### src/rtl/fifo_pkg.sv
// Shared constants and types for the FIFO read-side packing path.
// Latency: n/a (types and constants only).
// Backpressure: n/a.
package fifo_pkg;

  // Width of one FIFO entry (one lane of a packed word).
  localparam int DATA_WIDTH   = 8;
  // Default number of lanes gathered into one output word.
  localparam int PACK_DEFAULT = 4;

  typedef enum logic [1:0] {
    FILL,
    HOLD,
    FLUSH
  } pack_state_e;

endpackage

### src/rtl/fifo_out_reg.sv
// Single-entry valid/ready output register for the packer.
// Latency: 1 cycle from in_vld to out_valid.
// Backpressure: out_* are held stable while out_valid && !out_ready; free = !out_valid || out_ready.
//
// Ports:
//   clk_rd, rst_n            clock, async active-low reset
//   in_vld, in_dat, in_keep  load strobe and word (caller asserts in_vld only while free)
//   free                     register can take a word this cycle
//   out_valid/out_data/out_keep/out_ready  downstream valid/ready interface
module fifo_out_reg #(
  parameter int W = 32,
  parameter int K = 4
) (
  input  logic         clk_rd,
  input  logic         rst_n,
  input  logic         in_vld,
  input  logic [W-1:0] in_dat,
  input  logic [K-1:0] in_keep,
  output logic         free,
  output logic         out_valid,
  output logic [W-1:0] out_data,
  output logic [K-1:0] out_keep,
  input  logic         out_ready
);

  assign free = !out_valid || out_ready;

  // Data/keep only change on a load, so they cannot move while stalled.
  always_ff @(posedge clk_rd or negedge rst_n) begin
    if (!rst_n) begin
      out_valid <= 1'b0;
      out_data  <= '0;
      out_keep  <= '0;
    end else if (in_vld) begin
      out_valid <= 1'b1;
      out_data  <= in_dat;
      out_keep  <= in_keep;
    end else if (out_ready) begin
      out_valid <= 1'b0;
    end
  end

endmodule

### src/rtl/fifo_rd_packer.sv
// Pops bytes from an async FIFO read port and packs PACK of them into one word; flush emits a partial word.
// Latency: first word valid PACK+1 cycles after the first pop; sustains one word per PACK cycles.
// Backpressure: out_ready stall holds the word stable; a second completed word parks in HOLD and pops stop.
//
// Ports:
//   clk_rd, rst_n                  read-domain clock, async active-low reset
//   fifo_empty, fifo_rd_en, fifo_rdata  FIFO read port (rdata valid 1 cycle after an accepted pop)
//   flush, flush_done              partial-word flush request / completion pulse
//   out_data, out_keep, out_valid, out_ready  packed word output, lane 0 in the low bits
//   word_cnt, stall_cnt            saturating statistics, present only with FIFO_RD_PACKER_STATS_EN
module fifo_rd_packer #(
  parameter  int DATA_WIDTH = fifo_pkg::DATA_WIDTH,
  parameter  int PACK       = fifo_pkg::PACK_DEFAULT,
  localparam int OUT_WIDTH  = DATA_WIDTH * PACK
) (
  input  logic                  clk_rd,
  input  logic                  rst_n,
  input  logic                  fifo_empty,
  output logic                  fifo_rd_en,
  input  logic [DATA_WIDTH-1:0] fifo_rdata,
  input  logic                  flush,
  output logic                  flush_done,
  output logic [OUT_WIDTH-1:0]  out_data,
  output logic [PACK-1:0]       out_keep,
  output logic                  out_valid,
  input  logic                  out_ready
`ifdef FIFO_RD_PACKER_STATS_EN
  ,
  output logic [15:0]           word_cnt,
  output logic [15:0]           stall_cnt
`endif
);

  import fifo_pkg::*;

  localparam int CW = $clog2(PACK + 1);  // lane counter, holds 0..PACK
  localparam int IW = $clog2(PACK);      // lane index

  pack_state_e           state;
  logic [CW-1:0]         lane_cnt;
  logic                  inflight;
  logic                  flush_pend;
  logic [DATA_WIDTH-1:0] lanes [PACK];

  logic                  out_free;
  logic                  xfer;
  logic                  room;
  logic                  completing;
  logic [CW:0]           cnt_sum;
  logic [OUT_WIDTH-1:0]  word_dat;
  logic [PACK-1:0]       word_keep;

  // Lanes occupied once the byte currently on fifo_rdata (if any) is counted.
  assign cnt_sum    = {1'b0, lane_cnt} + {{CW{1'b0}}, inflight};
  assign room       = cnt_sum < (CW+1)'(PACK);
  // Last lane of the word lands this cycle; the word is built straight from
  // fifo_rdata so the slot frees in time for the next back-to-back pop.
  assign completing = inflight && (lane_cnt == CW'(PACK - 1));

  // A pop is also allowed on the completing cycle when the word leaves at once,
  // unless a flush is arriving (the flush must see an empty lane set).
  assign fifo_rd_en = rst_n && !fifo_empty && (state == FILL) &&
                      (room || (completing && out_free && !flush));

  // Word view including the landing byte; unused lanes read as zero.
  always_comb begin
    word_dat  = '0;
    word_keep = '0;
    for (int i = 0; i < PACK; i++) begin
      if ((CW+1)'(i) < cnt_sum) begin
        word_keep[i] = 1'b1;
        if (inflight && (CW'(i) == lane_cnt))
          word_dat[i*DATA_WIDTH +: DATA_WIDTH] = fifo_rdata;
        else
          word_dat[i*DATA_WIDTH +: DATA_WIDTH] = lanes[i];
      end
    end
  end

  always_comb begin
    xfer = 1'b0;
    unique case (state)
      FILL:    xfer = completing && out_free;
      HOLD:    xfer = out_free;
      FLUSH:   xfer = !inflight && (lane_cnt != '0) && out_free;
      default: xfer = 1'b0;
    endcase
  end

  always_ff @(posedge clk_rd) begin
    if (inflight)
      lanes[lane_cnt[IW-1:0]] <= fifo_rdata;
  end

  always_ff @(posedge clk_rd or negedge rst_n) begin
    if (!rst_n) begin
      state      <= FILL;
      lane_cnt   <= '0;
      inflight   <= 1'b0;
      flush_pend <= 1'b0;
      flush_done <= 1'b0;
    end else begin
      inflight   <= fifo_rd_en;
      flush_done <= 1'b0;
      if (inflight)
        lane_cnt <= lane_cnt + CW'(1);

      case (state)
        FILL: begin
          if (completing) begin
            if (out_free) begin
              lane_cnt <= '0;
              if (flush)
                state <= FLUSH;
            end else begin
              state      <= HOLD;
              flush_pend <= flush;
            end
          end else if (flush) begin
            state <= FLUSH;
          end
        end
        HOLD: begin
          if (flush)
            flush_pend <= 1'b1;
          if (out_free) begin
            lane_cnt   <= '0;
            flush_pend <= 1'b0;
            state      <= (flush || flush_pend) ? FLUSH : FILL;
          end
        end
        FLUSH: begin
          // Wait for the landing byte so it is part of the partial word.
          if (!inflight && ((lane_cnt == '0) || out_free)) begin
            flush_done <= 1'b1;
            lane_cnt   <= '0;
            state      <= FILL;
          end
        end
        default: state <= FILL;
      endcase
    end
  end

  fifo_out_reg #(
    .W (OUT_WIDTH),
    .K (PACK)
  ) u_out_reg (
    .clk_rd    (clk_rd),
    .rst_n     (rst_n),
    .in_vld    (xfer),
    .in_dat    (word_dat),
    .in_keep   (word_keep),
    .free      (out_free),
    .out_valid (out_valid),
    .out_data  (out_data),
    .out_keep  (out_keep),
    .out_ready (out_ready)
  );

`ifdef FIFO_RD_PACKER_STATS_EN
  always_ff @(posedge clk_rd or negedge rst_n) begin
    if (!rst_n) begin
      word_cnt  <= '0;
      stall_cnt <= '0;
    end else begin
      if (out_valid && out_ready && (word_cnt != 16'hFFFF))
        word_cnt <= word_cnt + 16'd1;
      if (out_valid && !out_ready && (stall_cnt != 16'hFFFF))
        stall_cnt <= stall_cnt + 16'd1;
    end
  end
`endif

endmodule

### config.mk
export PLATFORM = sky130hd
export DESIGN_NAME = fifo_rd_packer
export DESIGN_NICKNAME = d
export VERILOG_FILES = /design/src/rtl/fifo_pkg.sv /design/src/rtl/fifo_out_reg.sv /design/src/rtl/fifo_rd_packer.sv
export SDC_FILE = /design/constraint.sdc
export NUM_CORES = 1
export LEC_CHECK = 0
export BUFFER_PORTS_ARGS = -buffer_cell sky130_fd_sc_hd__buf_4
export CORE_MARGIN = 2
export CORE_UTILIZATION = 55
export DETAILED_ROUTE_END_ITERATION = 6
export PLACE_DENSITY_LB_ADDON = 0.12
export SLEW_MARGIN = 40
export SYNTH_ARGS = -nofsm -noshare
export SYNTH_HDL_FRONTEND = slang
export SYNTH_SLANG_ARGS = --single-unit
export TNS_END_PERCENT = 10
### constraint.sdc
create_clock -name clk_rd -period 5.28 [get_ports clk_rd]
set_input_delay 1.056 -clock clk_rd [delete_from_list [all_inputs] [get_ports clk_rd]]
set_output_delay 1.056 -clock clk_rd [all_outputs]
set_load 0.005 [all_outputs]
==> results.txt <==
The initial cell density of the core is 0.564. The number of standard cells in the final layout excluding fillers is about 360. The number of enable-type register cells in the synthesized netlist is 32. The number of hold-slack violations in the final timing report came out at 0. For this run, the post-layout net count is approximately 300. For this run, the total global-route usage over all layers was measured as 0.217.

The delay of the slowest critical-path stage came out at around 0.72 ns. Counting flops and latches in the post-synthesis netlist gives 77. The max-slew violation count is 0.

In the final routed layout, each cell accounts on average for approximately 18 um. In the synthesized netlist, the cells that appear most often are sky130_fd_sc_hd__dfrtp_1 (45), sky130_fd_sc_hd__mux2i_1 (33), sky130_fd_sc_hd__edfxtp_1 (32). In this run, CTS created clock tree buffers numbering 9. Of all flip-flops after synthesis, the portion carrying an async set or reset was 0.584. The number of port buffers came out at 51. The I/O pin count came out at 52. Wires add up to about 6.5 mm.

The maximum operating frequency is 295 MHz. The path class of the tightest hold or removal check is flip-flop to flip-flop. The most common cell in the synthesized netlist is sky130_fd_sc_hd__dfrtp_1. The worst setup path is launched from a flip-flop. The remaining design rule violation count is 0.

The via total after detailed routing came out at between 2,000 and 2,500. The static leakage came out at about 1.9 nW. The total setup buffers inserted after CTS is 0. The critical path data arrival time came out at 2.33 ns. The H-tree was split into 3 levels. TritonCTS built the clock tree. The floorplan core area is between 0.005 and 0.006 sq mm.

Of the post-synthesis cell area, the dominant cell type holds 0.341. The final antenna-violating net count came out at 0. Setup repair after global routing left no endpoint under its margin. The worst max-slew margin expressed relative to the limit came out at 0.461. Hold is met by between 0.4 and 0.5 ns.

For this run, the leading register cell type out of synthesis is sky130_fd_sc_hd__dfrtp_1. A synthesized cell averages 14.3 sq um. Setup violations remaining at the end of the flow were counted as 0.

The max-cap violation count came out at 0. The worst register-to-register path ends at u_out_reg.out_data[3]$_DFFE_PN0P_. STA puts the critical path data required time at roughly 4.2 ns. The slowest stage of the critical path is the sky130_fd_sc_hd__dfrtp_1 cell. The netlist area before placement came out at about 0.0033 sq mm.

The height of the die is between 80 and 90 um. After legalization and detailed placement, the total HPWL measured approximately 4.1 mm. The global-route wire length before repair came out at around 10 mm. The count of TritonRoute iterations in the first routing pass came out at 4.

The sequential element share of the synthesized area is 0.633. The worst-case vdd ir drop is 244 uV. Among the stages of the critical path, the cell type that occurs most often is sky130_fd_sc_hd__ha_1. The transition time at the pin with the least slew margin is between 0.8 and 0.9 ns. The growth of design area from synthesis to finish is 18.9%. The first routing iteration left around 150 violations. The worst setup slack for register-to-register paths is 2.80 ns.

The fraction of final layout cells sized beyond drive strength 1 is 0.284. The warning count from the yosys run came out at 0. The clock transition at the registers of the reported paths came out at 0.08 ns. The critical path crosses 6 cells after its start point.

In this run the worst setup path terminates at fifo_rd_en. Sorting the synthesized cells by area gives the leading types as sky130_fd_sc_hd__dfrtp_1 (34%), sky130_fd_sc_hd__edfxtp_1 (29%), sky130_fd_sc_hd__mux2i_1 (10%). In this run the core area contains 28 standard-cell rows. The root buffer cell chosen for the clock tree is sky130_fd_sc_hd__clkbuf_8.

The number of buffers and inverters on the critical path is 1. The number of nets in the synthesized netlist is roughly 250. The horizontal die dimension came out at approximately 81 um. The final sum of negative setup slack is 0 ns.

After global routing the overflow that remains totals 0. Summed over all instances, the cell type with the most area after synthesis is sky130_fd_sc_hd__dfrtp_1. The count of mapped cells out of synthesis is around 230. The post-route clock period utilization came out at 0.642.

The critical path is of the flip-flop to output pin type. The number of global-route vias before repair came out at about 2,000. Tracing the worst setup path back leads to its startpoint at inflight$_DFF_PN0_. Dividing the detail-routed via count by the number of cells gives around 5.6. The clock latency reported for the late side of the worst-skew pair is roughly 0.34 ns. Traced cell by cell, the critical path runs through ha_1, ha_1, a21boi_1, a21o_2, o2111a_1, buf_4. The number of different library cells in the post-synthesis netlist is 41.

The largest net degree at the start of global routing came out at between 40 and 50. For the worst flop-to-flop path, the logic depth is 6. The run finished with clean final reports.

The endpoint type of the worst setup path is an output pin. The source of the worst register-to-register timing path is inflight$_DFF_PN0_. The dominant delay contributor by cell family on the critical path is flip-flops. The number of cells after detailed placement came out at 348. The number of antenna repair diodes is 0. The power per standard cell area is about 480 mW/mm^2.

The TritonCTS sink count came out at 77. The clock period minus worst slack is roughly 3.4 ns. The maximum buffer depth of the clock tree is 2.

The count of instances resized after the clock tree is built is 0. The die outline area came out at around 0.0066 sq mm. The highest net fanout along the worst path is 14. The routability congestion estimate from global placement is between 0.8 and 0.9. After clock tree synthesis, the flow added hold-fix buffers numbering 0. On the final layout, the worst clock skew is 0.00803 ns.

The number of antenna violations at the first check in global routing is 0.
==> cell usage in the layout (no fill, tap or decap), types with 2 or more instances in the layout <==
| master | Yosys | routed |
|---|---|---|
| sky130_fd_sc_hd__clkbuf_8 | 0 | 10 |
| sky130_fd_sc_hd__nor2_1 | 6 | 6 |
| sky130_fd_sc_hd__and2_1 | 4 | 4 |
| sky130_fd_sc_hd__o21ai_0 | 16 | 16 |
| sky130_fd_sc_hd__inv_1 | 5 | 5 |
| sky130_fd_sc_hd__dfrtp_1 | 45 | 45 |
| sky130_fd_sc_hd__buf_4 | 2 | 52 |
| sky130_fd_sc_hd__ha_1 | 7 | 7 |
| sky130_fd_sc_hd__nand2_1 | 6 | 6 |
| sky130_fd_sc_hd__clkinv_2 | 0 | 2 |
| sky130_fd_sc_hd__edfxtp_1 | 32 | 32 |
| sky130_fd_sc_hd__nor3_1 | 4 | 4 |
| sky130_fd_sc_hd__nand2_2 | 4 | 4 |
| sky130_fd_sc_hd__o2bb2ai_1 | 22 | 22 |
| sky130_fd_sc_hd__o31ai_1 | 10 | 10 |
| sky130_fd_sc_hd__a21oi_1 | 4 | 4 |
| sky130_fd_sc_hd__mux2i_1 | 33 | 33 |
| sky130_fd_sc_hd__clkbuf_1 | 5 | 2 |
==> kinds of logic (layout without fill, tap and decap cells) <==
logic type                 count (synthesis)  after routing  synth area share
and+or+nand+nor                           33             33            0.0561
buffers and inverters                     15             73            0.0224
adders and majority gates                  7              7            0.0266
AOI/OAI and AO/OA                         66             66             0.162
DFF                                       77             77             0.633
muxes                                     33             33             0.100
==> registers in the layout, indices dropped and copies added (netlist names) <==
register / flops
flush_done: 1
lanes: 32
inflight: 1
u_out_reg.out_keep: 4
lane_cnt: 3
state: 2
flush_pend: 1
u_out_reg.out_data: 32
u_out_reg.out_valid: 1
==> worst min-delay path by stage <==
stage | slack (ns) | start | endpoint | cells past startpoint
2_1_floorplan | 0.48 | flush_pend$_DFFE_PN0P_ | flush_pend$_DFFE_PN0P_ | 2
3_3_place_gp | 0.48 | u_out_reg.out_data[11]$_DFFE_PN0P_ | u_out_reg.out_data[11]$_DFFE_PN0P_ | 1
3_5_place_dp | 0.47 | u_out_reg.out_data[20]$_DFFE_PN0P_ | u_out_reg.out_data[20]$_DFFE_PN0P_ | 1
4_1_cts | 0.50 | u_out_reg.out_data[12]$_DFFE_PN0P_ | u_out_reg.out_data[12]$_DFFE_PN0P_ | 1
5_1_grt | 0.51 | u_out_reg.out_data[19]$_DFFE_PN0P_ | u_out_reg.out_data[19]$_DFFE_PN0P_ | 1
6_report | 0.49 | u_out_reg.out_data[12]$_DFFE_PN0P_ | u_out_reg.out_data[12]$_DFFE_PN0P_ | 1
==> per-stage QoR <==
stage	setup slack, ns	utilization	total power [mW]	cell area (sq um)
after floorplan	2.54	-	1.19	3300
after global placement	2.25	0.637	1.45	3730
after detailed placement	2.23	0.637	1.46	3730
after CTS	1.88	0.670	1.89	3920
after global routing	1.70	0.670	2.00	3920
final	1.89	0.670	1.88	3920
==> routing by layer <==
layer | share of wire | vias up | global-route usage
li1 | - | 979 | -
met1 | 0.48 | 1017 | 0.318
met2 | 0.46 | 52 | 0.323
met3 | 0.042 | 8 | 0.0385
met4 | 0.016 | 0 | 0.0864
met5 | 0 | - | 0
==> power breakdown <==
group	switching [mW]	leakage [nW]	internal, mW
clock network	0.202	0.0964	0.230
logic	0.272	0.864	0.305
registers	0.0950	0.893	0.773
==> cell type report <==
class | instances | area [sq um]
Clock buffer | 12 | 145
Fill cell | 428 | 1930
Clock inverter | 4 | 47.5
Multi-Input combinational cell | 139 | 1140
Sequential cell | 77 | 2090
Tap cell | 75 | 93.8
Timing Repair Buffer | 52 | 390
Inverter | 5 | 18.8
No activity file was read; power rests on OpenSTA's default activity.
